$ cat config.mk
export PLATFORM = sky130hd
export DESIGN_NAME = multichannel_frame_assembler_flat
export DESIGN_NICKNAME = d
export VERILOG_FILES = /design/src/rtl/multichannel_frame_assembler_pkg.sv /design/src/rtl/multichannel_frame_assembler_if.sv /design/src/rtl/multichannel_frame_assembler_fifo.sv /design/src/rtl/multichannel_frame_assembler.sv /design/src/flat_wrapper.sv
export SDC_FILE = /design/constraint.sdc
export NUM_CORES = 1
export LEC_CHECK = 0
export ABC_CLOCK_PERIOD_IN_PS = 4500
export CAP_MARGIN = 25
export CORE_ASPECT_RATIO = 0.75
export CORE_MARGIN = 2
export CORE_UTILIZATION = 40
export CTS_CLUSTER_DIAMETER = 100
export DETAILED_ROUTE_END_ITERATION = 6
export PLACE_DENSITY = 0.62
export SYNTH_ARGS = -nofsm -noshare
export SYNTH_HDL_FRONTEND = slang
export SYNTH_SLANG_ARGS = --single-unit
$ cat constraint.sdc
create_clock -name clk -period 4.5 [get_ports clk]
set_input_delay 0.45 -clock clk [delete_from_list [all_inputs] [get_ports clk]]
set_output_delay 0.45 -clock clk [all_outputs]
set_load 0.01 [all_outputs]
$ cat src/rtl/multichannel_frame_assembler_pkg.sv
// Shared audio types: default sample width, channel index type, named
// channels and a default two-channel frame layout (channel k in slice k).
package ovdp_audio_pkg;

  localparam int DATA_W_DEF = 16;
  localparam int NUM_CH_DEF = 2;
  localparam int CH_W_DEF   = $clog2(NUM_CH_DEF);

  typedef logic [CH_W_DEF-1:0] ch_idx_t;

  localparam ch_idx_t CH_LEFT  = ch_idx_t'(0);
  localparam ch_idx_t CH_RIGHT = ch_idx_t'(1);

  typedef logic signed [DATA_W_DEF-1:0] sample_t;
  typedef sample_t [NUM_CH_DEF-1:0]     frame_t;

endpackage

$ cat src/rtl/multichannel_frame_assembler_if.sv
// Sample-in / frame-out bundle of the frame assembler. The slave modport is
// the assembler's view; the master modport is the surrounding system's view.
interface multichannel_frame_assembler_if #(
  parameter int NUM_CH = 2,
  parameter int DATA_W = 16
);
  localparam int CH_W = $clog2(NUM_CH);

  logic signed [DATA_W-1:0]  sample_in;
  logic [CH_W-1:0]           ch_in;
  logic                      valid_in;
  logic [NUM_CH*DATA_W-1:0]  frame_data;
  logic                      frame_valid;
  logic                      frame_ready;
  logic                      dup_err;
  logic                      ch_err;
  logic                      ovf_err;
  logic [15:0]               drop_count;

  modport master (
    output sample_in, ch_in, valid_in, frame_ready,
    input  frame_data, frame_valid, dup_err, ch_err, ovf_err, drop_count
  );

  modport slave (
    input  sample_in, ch_in, valid_in, frame_ready,
    output frame_data, frame_valid, dup_err, ch_err, ovf_err, drop_count
  );
endinterface

$ cat src/rtl/multichannel_frame_assembler_fifo.sv
// Synchronous frame FIFO. Pointers carry an extra MSB to tell full from
// empty. The head word is read straight from the array so a frame is visible
// the cycle after it is written; the head reads as zero while empty.
module frame_fifo #(
  parameter int WIDTH = 32,
  parameter int DEPTH = 4
) (
  input  logic             clk,
  input  logic             reset,
  input  logic             i_push,
  input  logic [WIDTH-1:0] i_data,
  input  logic             i_pop,
  output logic [WIDTH-1:0] o_data,
  output logic             o_full,
  output logic             o_empty
);
  localparam int AW = $clog2(DEPTH);

  logic [WIDTH-1:0] r_mem [DEPTH];
  logic [AW:0]      r_wr_ptr;
  logic [AW:0]      r_rd_ptr;
  logic             w_pop_ok;
  logic             w_push_ok;

  assign o_empty   = (r_wr_ptr == r_rd_ptr);
  assign o_full    = (r_wr_ptr[AW] != r_rd_ptr[AW]) &&
                     (r_wr_ptr[AW-1:0] == r_rd_ptr[AW-1:0]);
  assign w_pop_ok  = i_pop && !o_empty;
  // A pop frees the head slot on the same edge, so full-with-pop still accepts.
  assign w_push_ok = i_push && (!o_full || w_pop_ok);
  assign o_data    = o_empty ? '0 : r_mem[r_rd_ptr[AW-1:0]];

  // Storage write; contents need no reset because empty masks the head.
  always_ff @(posedge clk) begin
    if (w_push_ok) begin
      r_mem[r_wr_ptr[AW-1:0]] <= i_data;
    end
  end

  // Pointer update; reset empties the FIFO.
  always_ff @(posedge clk) begin
    if (reset) begin
      r_wr_ptr <= '0;
      r_rd_ptr <= '0;
    end else begin
      if (w_push_ok) r_wr_ptr <= r_wr_ptr + (AW+1)'(1);
      if (w_pop_ok)  r_rd_ptr <= r_rd_ptr + (AW+1)'(1);
    end
  end
endmodule

$ cat src/rtl/multichannel_frame_assembler.sv
// Multichannel frame assembler: gathers channel-tagged samples into frames of
// one sample per channel and queues complete frames for a valid/ready sink.
// Optional feature macro FRAME_TIMEOUT_EN: discard a partial frame that sees
// no accepted sample for TIMEOUT_CYC cycles (reported on ch_err).
module multichannel_frame_assembler
  import ovdp_audio_pkg::*;
#(
  parameter int NUM_CH     = NUM_CH_DEF,
  parameter int DATA_W     = DATA_W_DEF,
  parameter int FIFO_DEPTH = 4
`ifdef FRAME_TIMEOUT_EN
  ,
  parameter int TIMEOUT_CYC = 4096
`endif
) (
  input logic                         clk,
  input logic                         reset,
  multichannel_frame_assembler_if.slave bus
);
  logic [NUM_CH-1:0][DATA_W-1:0] r_stage;
  logic [NUM_CH-1:0]             r_mask;
  logic                          r_dup_err;
  logic                          r_ch_err;
  logic                          r_ovf_err;
  logic [15:0]                   r_drop_count;

  logic [NUM_CH-1:0]             w_hit;
  logic [NUM_CH-1:0][DATA_W-1:0] w_frame;
  logic                          w_accept;
  logic                          w_illegal;
  logic                          w_dup;
  logic                          w_complete;
  logic                          w_timeout;
  logic                          w_pop;
  logic                          w_full;
  logic                          w_empty;
  logic [NUM_CH*DATA_W-1:0]      w_head;

  // Per-channel decode; the outgoing frame is staging with the live sample
  // substituted so the completing sample travels with its own frame.
  for (genvar gi = 0; gi < NUM_CH; gi++) begin : g_ch
    assign w_hit[gi]   = bus.valid_in && (int'(bus.ch_in) == gi);
    assign w_frame[gi] = w_hit[gi] ? bus.sample_in : r_stage[gi];
  end

  assign w_accept   = |w_hit;
  assign w_illegal  = bus.valid_in && !w_accept;
  assign w_dup      = |(w_hit & r_mask);
  assign w_complete = w_accept && ((r_mask | w_hit) == '1);
  assign w_pop      = !w_empty && bus.frame_ready;

`ifdef FRAME_TIMEOUT_EN
  localparam int TO_W = $clog2(TIMEOUT_CYC) + 1;
  logic [TO_W-1:0] r_to_cnt;

  assign w_timeout = (r_mask != '0) && !w_accept &&
                     (r_to_cnt == TO_W'(TIMEOUT_CYC - 1));

  // Idle-cycle counter for a partial frame; any accepted sample restarts it.
  always_ff @(posedge clk) begin
    if (reset || w_accept || (r_mask == '0) || w_timeout) begin
      r_to_cnt <= '0;
    end else begin
      r_to_cnt <= r_to_cnt + TO_W'(1);
    end
  end
`else
  assign w_timeout = 1'b0;
`endif

  // Staging and fill mask; completion or timeout clears the mask.
  always_ff @(posedge clk) begin
    if (reset) begin
      r_stage <= '0;
      r_mask  <= '0;
    end else begin
      if (w_timeout) begin
        r_stage <= '0;
      end else if (w_accept) begin
        r_stage <= w_frame;
      end
      if (w_complete || w_timeout) begin
        r_mask <= '0;
      end else begin
        r_mask <= r_mask | w_hit;
      end
    end
  end

  // Registered one-cycle error pulses and saturating dropped-frame count.
  always_ff @(posedge clk) begin
    if (reset) begin
      r_dup_err    <= 1'b0;
      r_ch_err     <= 1'b0;
      r_ovf_err    <= 1'b0;
      r_drop_count <= '0;
    end else begin
      r_dup_err <= w_dup;
      r_ch_err  <= w_illegal || w_timeout;
      r_ovf_err <= w_complete && w_full && !w_pop;
      if (w_complete && w_full && !w_pop && (r_drop_count != 16'hFFFF)) begin
        r_drop_count <= r_drop_count + 16'd1;
      end
    end
  end

  frame_fifo #(
    .WIDTH (NUM_CH*DATA_W),
    .DEPTH (FIFO_DEPTH)
  ) u_fifo (
    .clk     (clk),
    .reset   (reset),
    .i_push  (w_complete),
    .i_data  (w_frame),
    .i_pop   (w_pop),
    .o_data  (w_head),
    .o_full  (w_full),
    .o_empty (w_empty)
  );

  assign bus.frame_data  = w_head;
  assign bus.frame_valid = !w_empty;
  assign bus.dup_err     = r_dup_err;
  assign bus.ch_err      = r_ch_err;
  assign bus.ovf_err     = r_ovf_err;
  assign bus.drop_count  = r_drop_count;
endmodule

$ cat src/flat_wrapper.sv
// flat-port wrapper written by rule: the top's interface ports become plain ports
module multichannel_frame_assembler_flat import ovdp_audio_pkg::*;
#(
  parameter int NUM_CH     = NUM_CH_DEF,
  parameter int DATA_W     = DATA_W_DEF,
  parameter int FIFO_DEPTH = 4

)
  (clk, reset, bus_sample_in, bus_ch_in, bus_valid_in, bus_frame_ready, bus_frame_data, bus_frame_valid, bus_dup_err, bus_ch_err, bus_ovf_err, bus_drop_count);
  multichannel_frame_assembler_if #(.NUM_CH(NUM_CH), .DATA_W(DATA_W)) bus_i ();
  input logic clk;
  input logic reset;
  input wire logic [$bits(bus_i.sample_in)-1:0] bus_sample_in;
  input wire logic [$bits(bus_i.ch_in)-1:0] bus_ch_in;
  input wire logic [$bits(bus_i.valid_in)-1:0] bus_valid_in;
  input wire logic [$bits(bus_i.frame_ready)-1:0] bus_frame_ready;
  output wire logic [$bits(bus_i.frame_data)-1:0] bus_frame_data;
  output wire logic [$bits(bus_i.frame_valid)-1:0] bus_frame_valid;
  output wire logic [$bits(bus_i.dup_err)-1:0] bus_dup_err;
  output wire logic [$bits(bus_i.ch_err)-1:0] bus_ch_err;
  output wire logic [$bits(bus_i.ovf_err)-1:0] bus_ovf_err;
  output wire logic [$bits(bus_i.drop_count)-1:0] bus_drop_count;
  assign bus_i.sample_in = bus_sample_in;
  assign bus_i.ch_in = bus_ch_in;
  assign bus_i.valid_in = bus_valid_in;
  assign bus_i.frame_ready = bus_frame_ready;
  assign bus_frame_data = bus_i.frame_data;
  assign bus_frame_valid = bus_i.frame_valid;
  assign bus_dup_err = bus_i.dup_err;
  assign bus_ch_err = bus_i.ch_err;
  assign bus_ovf_err = bus_i.ovf_err;
  assign bus_drop_count = bus_i.drop_count;
  multichannel_frame_assembler #(.NUM_CH(NUM_CH), .DATA_W(DATA_W), .FIFO_DEPTH(FIFO_DEPTH)) u_core (.clk(clk), .reset(reset), .bus(bus_i));
endmodule
==> results_dict.tcl <==
set metrics [dict create \
    status "complete, no violations" \
    cts_tree "built" \
    r2r_cells 5 \
    max_freq_mhz 318 \
    num_vias 4034 \
    tightest_slew_ns 0.863 \
    cpLargestDelayFamily "buffers and inverters" \
    slowest_stage "dfxtp_2" \
    slew_headroom 0.423 \
    syn2layout_area_growth_pct 22.2 \
    clkSinkCount 189 \
    report.final.hold_viol_count 0 \
    cpPeakStageDelay_ns 0.74 \
    synth_flop_cell "edfxtp_1" \
    r2r_setup_slack_ns 2.19 \
    fin_hold_ws_ns 0.461 \
    hp-start "reset" \
    hp-class "in -> reg" \
    worst-path-buf-inv 2 \
    fin_crit_sh 0.700 \
    drive_above_1_share 0.216 \
    drt_first_pass_iters 4 \
    rows 43 \
    antennaDiodeCount 0 \
    hold_depth 2 \
    nFillCells 1591 \
    worst_hold_path.endpoint "u_core.bus.ovf_err" \
    p_int_uw 3040 \
    worstPathRequired_ns 4.05 \
    post-place-ws_ns 1.70 \
    vias_per_cell 5.03 \
    min_period_ns 3.15 \
    grt_pass1_vias 4176 \
    drc_errors 0 \
    hold_buffers 0 \
    grt_usage 0.159 \
    setup_viol 0 \
    overflow 0 \
    io_pins 73 \
    synth_async_sr_flop_share 0 \
    core_mm2 0.0184 \
    yosysWarnings 0 \
    r2r_end "u_core.bus.drop_count[12]" \
    netlist_instances 462 \
    antenna_found_initial 0 \
    leakage_uw 0.00308 \
    drt_wl_total_um 15100 \
    max_cap_violations 0 \
    ir_drop_uv 245 \
    place.gp.congestion 0.827 \
    ys_types 38 \
    fin_nets 569 \
    post_drt_wl_per_cell_um 18.8 \
    cp.arrival_ns 2.70 \
    die_x_um 162 \
    clkPwrFrac 0.411 \
    ctsResizeCount 0 \
    cts_buffers 17 \
    slew_violations 0 \
    cp-end-kind "output port" \
    fin_worst_skew_ns 0.00986 \
    grt_max_degree 41 \
    setup_tns_ns 0 \
    yosysSeqAreaShare 0.679 \
    postRouteAntennaNets 0 \
    htreeDepth 4 \
    drtIter0Drc 267 \
    p_comb_frac 0.093 \
    port_buffers 72 \
    reg2reg_from "u_core.u_fifo.r_wr_ptr[0]" \
    cp_max_fo 17 \
    power.switching_uw 830 \
    clk_path_buf_depth 2 \
    syn_area_per_cell_um2 16.2 \
    dp_hpwl_um 9420 \
    switching_share 0.214 \
    worstPathCellList "buf_4 -> mux4_2 -> and2_1 -> clkdlybuf4s50_1" \
    die_h_um 122 \
    synth_seq_cells 189 \
    clock_latency_ns 0.43 \
    crit_type "reg -> out" \
    pwr-share-seq 0.496 \
    postCtsSetupBuffers 0 \
    synth_edf_count 128 \
    die_area_mm2 0.0198 \
    design_power_total_uw 3870 \
    power_density_mw_per_mm2 425 \
    critPathLaunchType "register" \
    synth_area_mm2 0.00746 \
    grt_pass1_wl_um 23400 \
    start_util 0.406 \
    rsz0062_at_grt "false" \
    fin_ws_ns 1.35 \
    clockRootBuffer "clkbuf_16" \
    cts.clk_slew.worst_paths_ns 0.07 \
    syn-num-nets 489 \
]
-- synth_stat cells (2+ instances only) --
library cell | number | area share
and4_1 | 2 | 0.0023
a21oi_1 | 7 | 0.0047
nor2b_1 | 38 | 0.032
o31ai_1 | 2 | 0.0020
buf_2 | 4 | 0.0027
xor2_1 | 3 | 0.0035
mux2_2 | 37 | 0.056
nor3_1 | 3 | 0.0020
xnor2_1 | 10 | 0.012
nor4_1 | 5 | 0.0042
nand4_1 | 5 | 0.0042
ha_1 | 6 | 0.010
dfxtp_1 | 61 | 0.16
mux2i_1 | 3 | 0.0040
nor4b_1 | 3 | 0.0035
clkbuf_1 | 17 | 0.0085
buf_1 | 2 | 0.0010
and2_1 | 34 | 0.028
nand3_1 | 7 | 0.0047
or4_1 | 2 | 0.0020
nand2_1 | 5 | 0.0025
mux4_2 | 32 | 0.097
and3_1 | 7 | 0.0059
nor2_1 | 25 | 0.013
inv_1 | 2 | 0.0010
edfxtp_1 | 128 | 0.52
-- layer usage --
layer	wire length, um	track usage	vias to the layer above
met4	155	0.0492	0
met2	7160	0.255	99
met5	0	0	-
met1	7120	0.221	2045
met3	618	0.0348	11
li1	-	-	1879
-- flip-flops by register name, indices dropped and copies added (netlist names), named ones only --
register / count
u_core.u_fifo.r_wr_ptr: 3
u_core.u_fifo.r_mem: 128
u_core.bus.ch_err: 1
u_core.r_stage: 32
u_core.u_fifo.r_rd_ptr: 3
u_core.r_mask: 2
u_core.bus.drop_count: 16
u_core.bus.ovf_err: 1
u_core.bus.dup_err: 1
-- power by group through the flow --
stage          Clock (uW)  Combinational [uW]  Sequential (uW)
2_1_floorplan           0                 218             1940
3_3_place_gp            0                 359             1960
3_5_place_dp            0                 367             1960
4_1_cts              1620                 368             1920
5_1_grt              1690                 393             1920
6_report             1590                 360             1920
-- placed cells by master, fill, tap and decap left out, types with 3 or more instances in the layout --
master	synthesis	layout
nor2_1	25	25
and2_1	34	34
bufinv_16	0	4
and3_1	7	7
nand3_1	7	7
edfxtp_1	128	128
dfxtp_1	61	60
xnor2_1	10	10
mux2i_1	3	3
xor2_1	3	3
ha_1	6	6
nand4_1	5	5
nor4b_1	3	3
nor2b_1	38	38
mux2_2	37	37
clkdlybuf4s50_1	0	71
clkbuf_16	0	17
a21oi_1	7	7
nor3_1	3	3
inv_6	0	3
mux4_2	32	32
nor4_1	5	5
nand2_1	5	5
buf_4	0	12
-- how the worst max path moves through the flow --
| stage | cells after the start | to | slack [ns] | start |
|---|---|---|---|---|
| 2_1_floorplan | 4 | u_core.u_fifo.r_mem[3][0] | 2.26 | bus_ch_in |
| 3_3_place_gp | 4 | bus_frame_data[7] | 1.73 | register |
| 3_5_place_dp | 4 | bus_frame_data[1] | 1.70 | register |
| 4_1_cts | 4 | bus_frame_data[8] | 1.24 | register |
| 5_1_grt | 4 | bus_frame_data[9] | 1.16 | register |
| 6_report | 4 | bus_frame_data[8] | 1.35 | register |
-- final cells by class --
class / count / area [um2] / area share
Sequential cell: 189 / 5070 / 0.556
Inverter: 2 / 7.51 / 0.000823
Multi-Input combinational cell: 248 / 2300 / 0.252
Tap cell: 247 / 309 / 0.0339
Clock inverter: 13 / 188 / 0.0206
Timing Repair Buffer: 84 / 806 / 0.0884
Clock buffer: 19 / 443 / 0.0486
-- worst reg2reg max path, delay by kind of cell, from the launching register on --
kind	cells	cell delay [ns]
xor+xnor	1	0.18
flops	1	0.43
mux	1	0.37
simple gates	3	1.22
-- stage by stage --
| step | util | cell area (um2) | std cells |
|---|---|---|---|
| floorplan | - | 7460 | 462 |
| global placement | 0.461 | 8490 | 770 |
| finish | 0.496 | 9120 | 802 |
| global route | 0.496 | 9120 | 802 |
| CTS | 0.496 | 9120 | 802 |
| detailed placement | 0.461 | 8490 | 770 |
-- logic make-up (layout without fill, tap and decap cells) --
family                   after synthesis  after routing  synth area share
flip-flops                           189            189             0.679
AO/OA/AOI/OAI                         11             11           0.00888
multiplexers                          73             73             0.158
XOR/XNOR                              13             13            0.0153
other                                  1              1          0.000502
buffers and inverters                 25            118            0.0132
AND/OR/NAND/NOR                      144            144             0.115
adder cells (fa/ha/maj)                6              6            0.0101
Note: power is estimated with default switching activity, not from simulation.
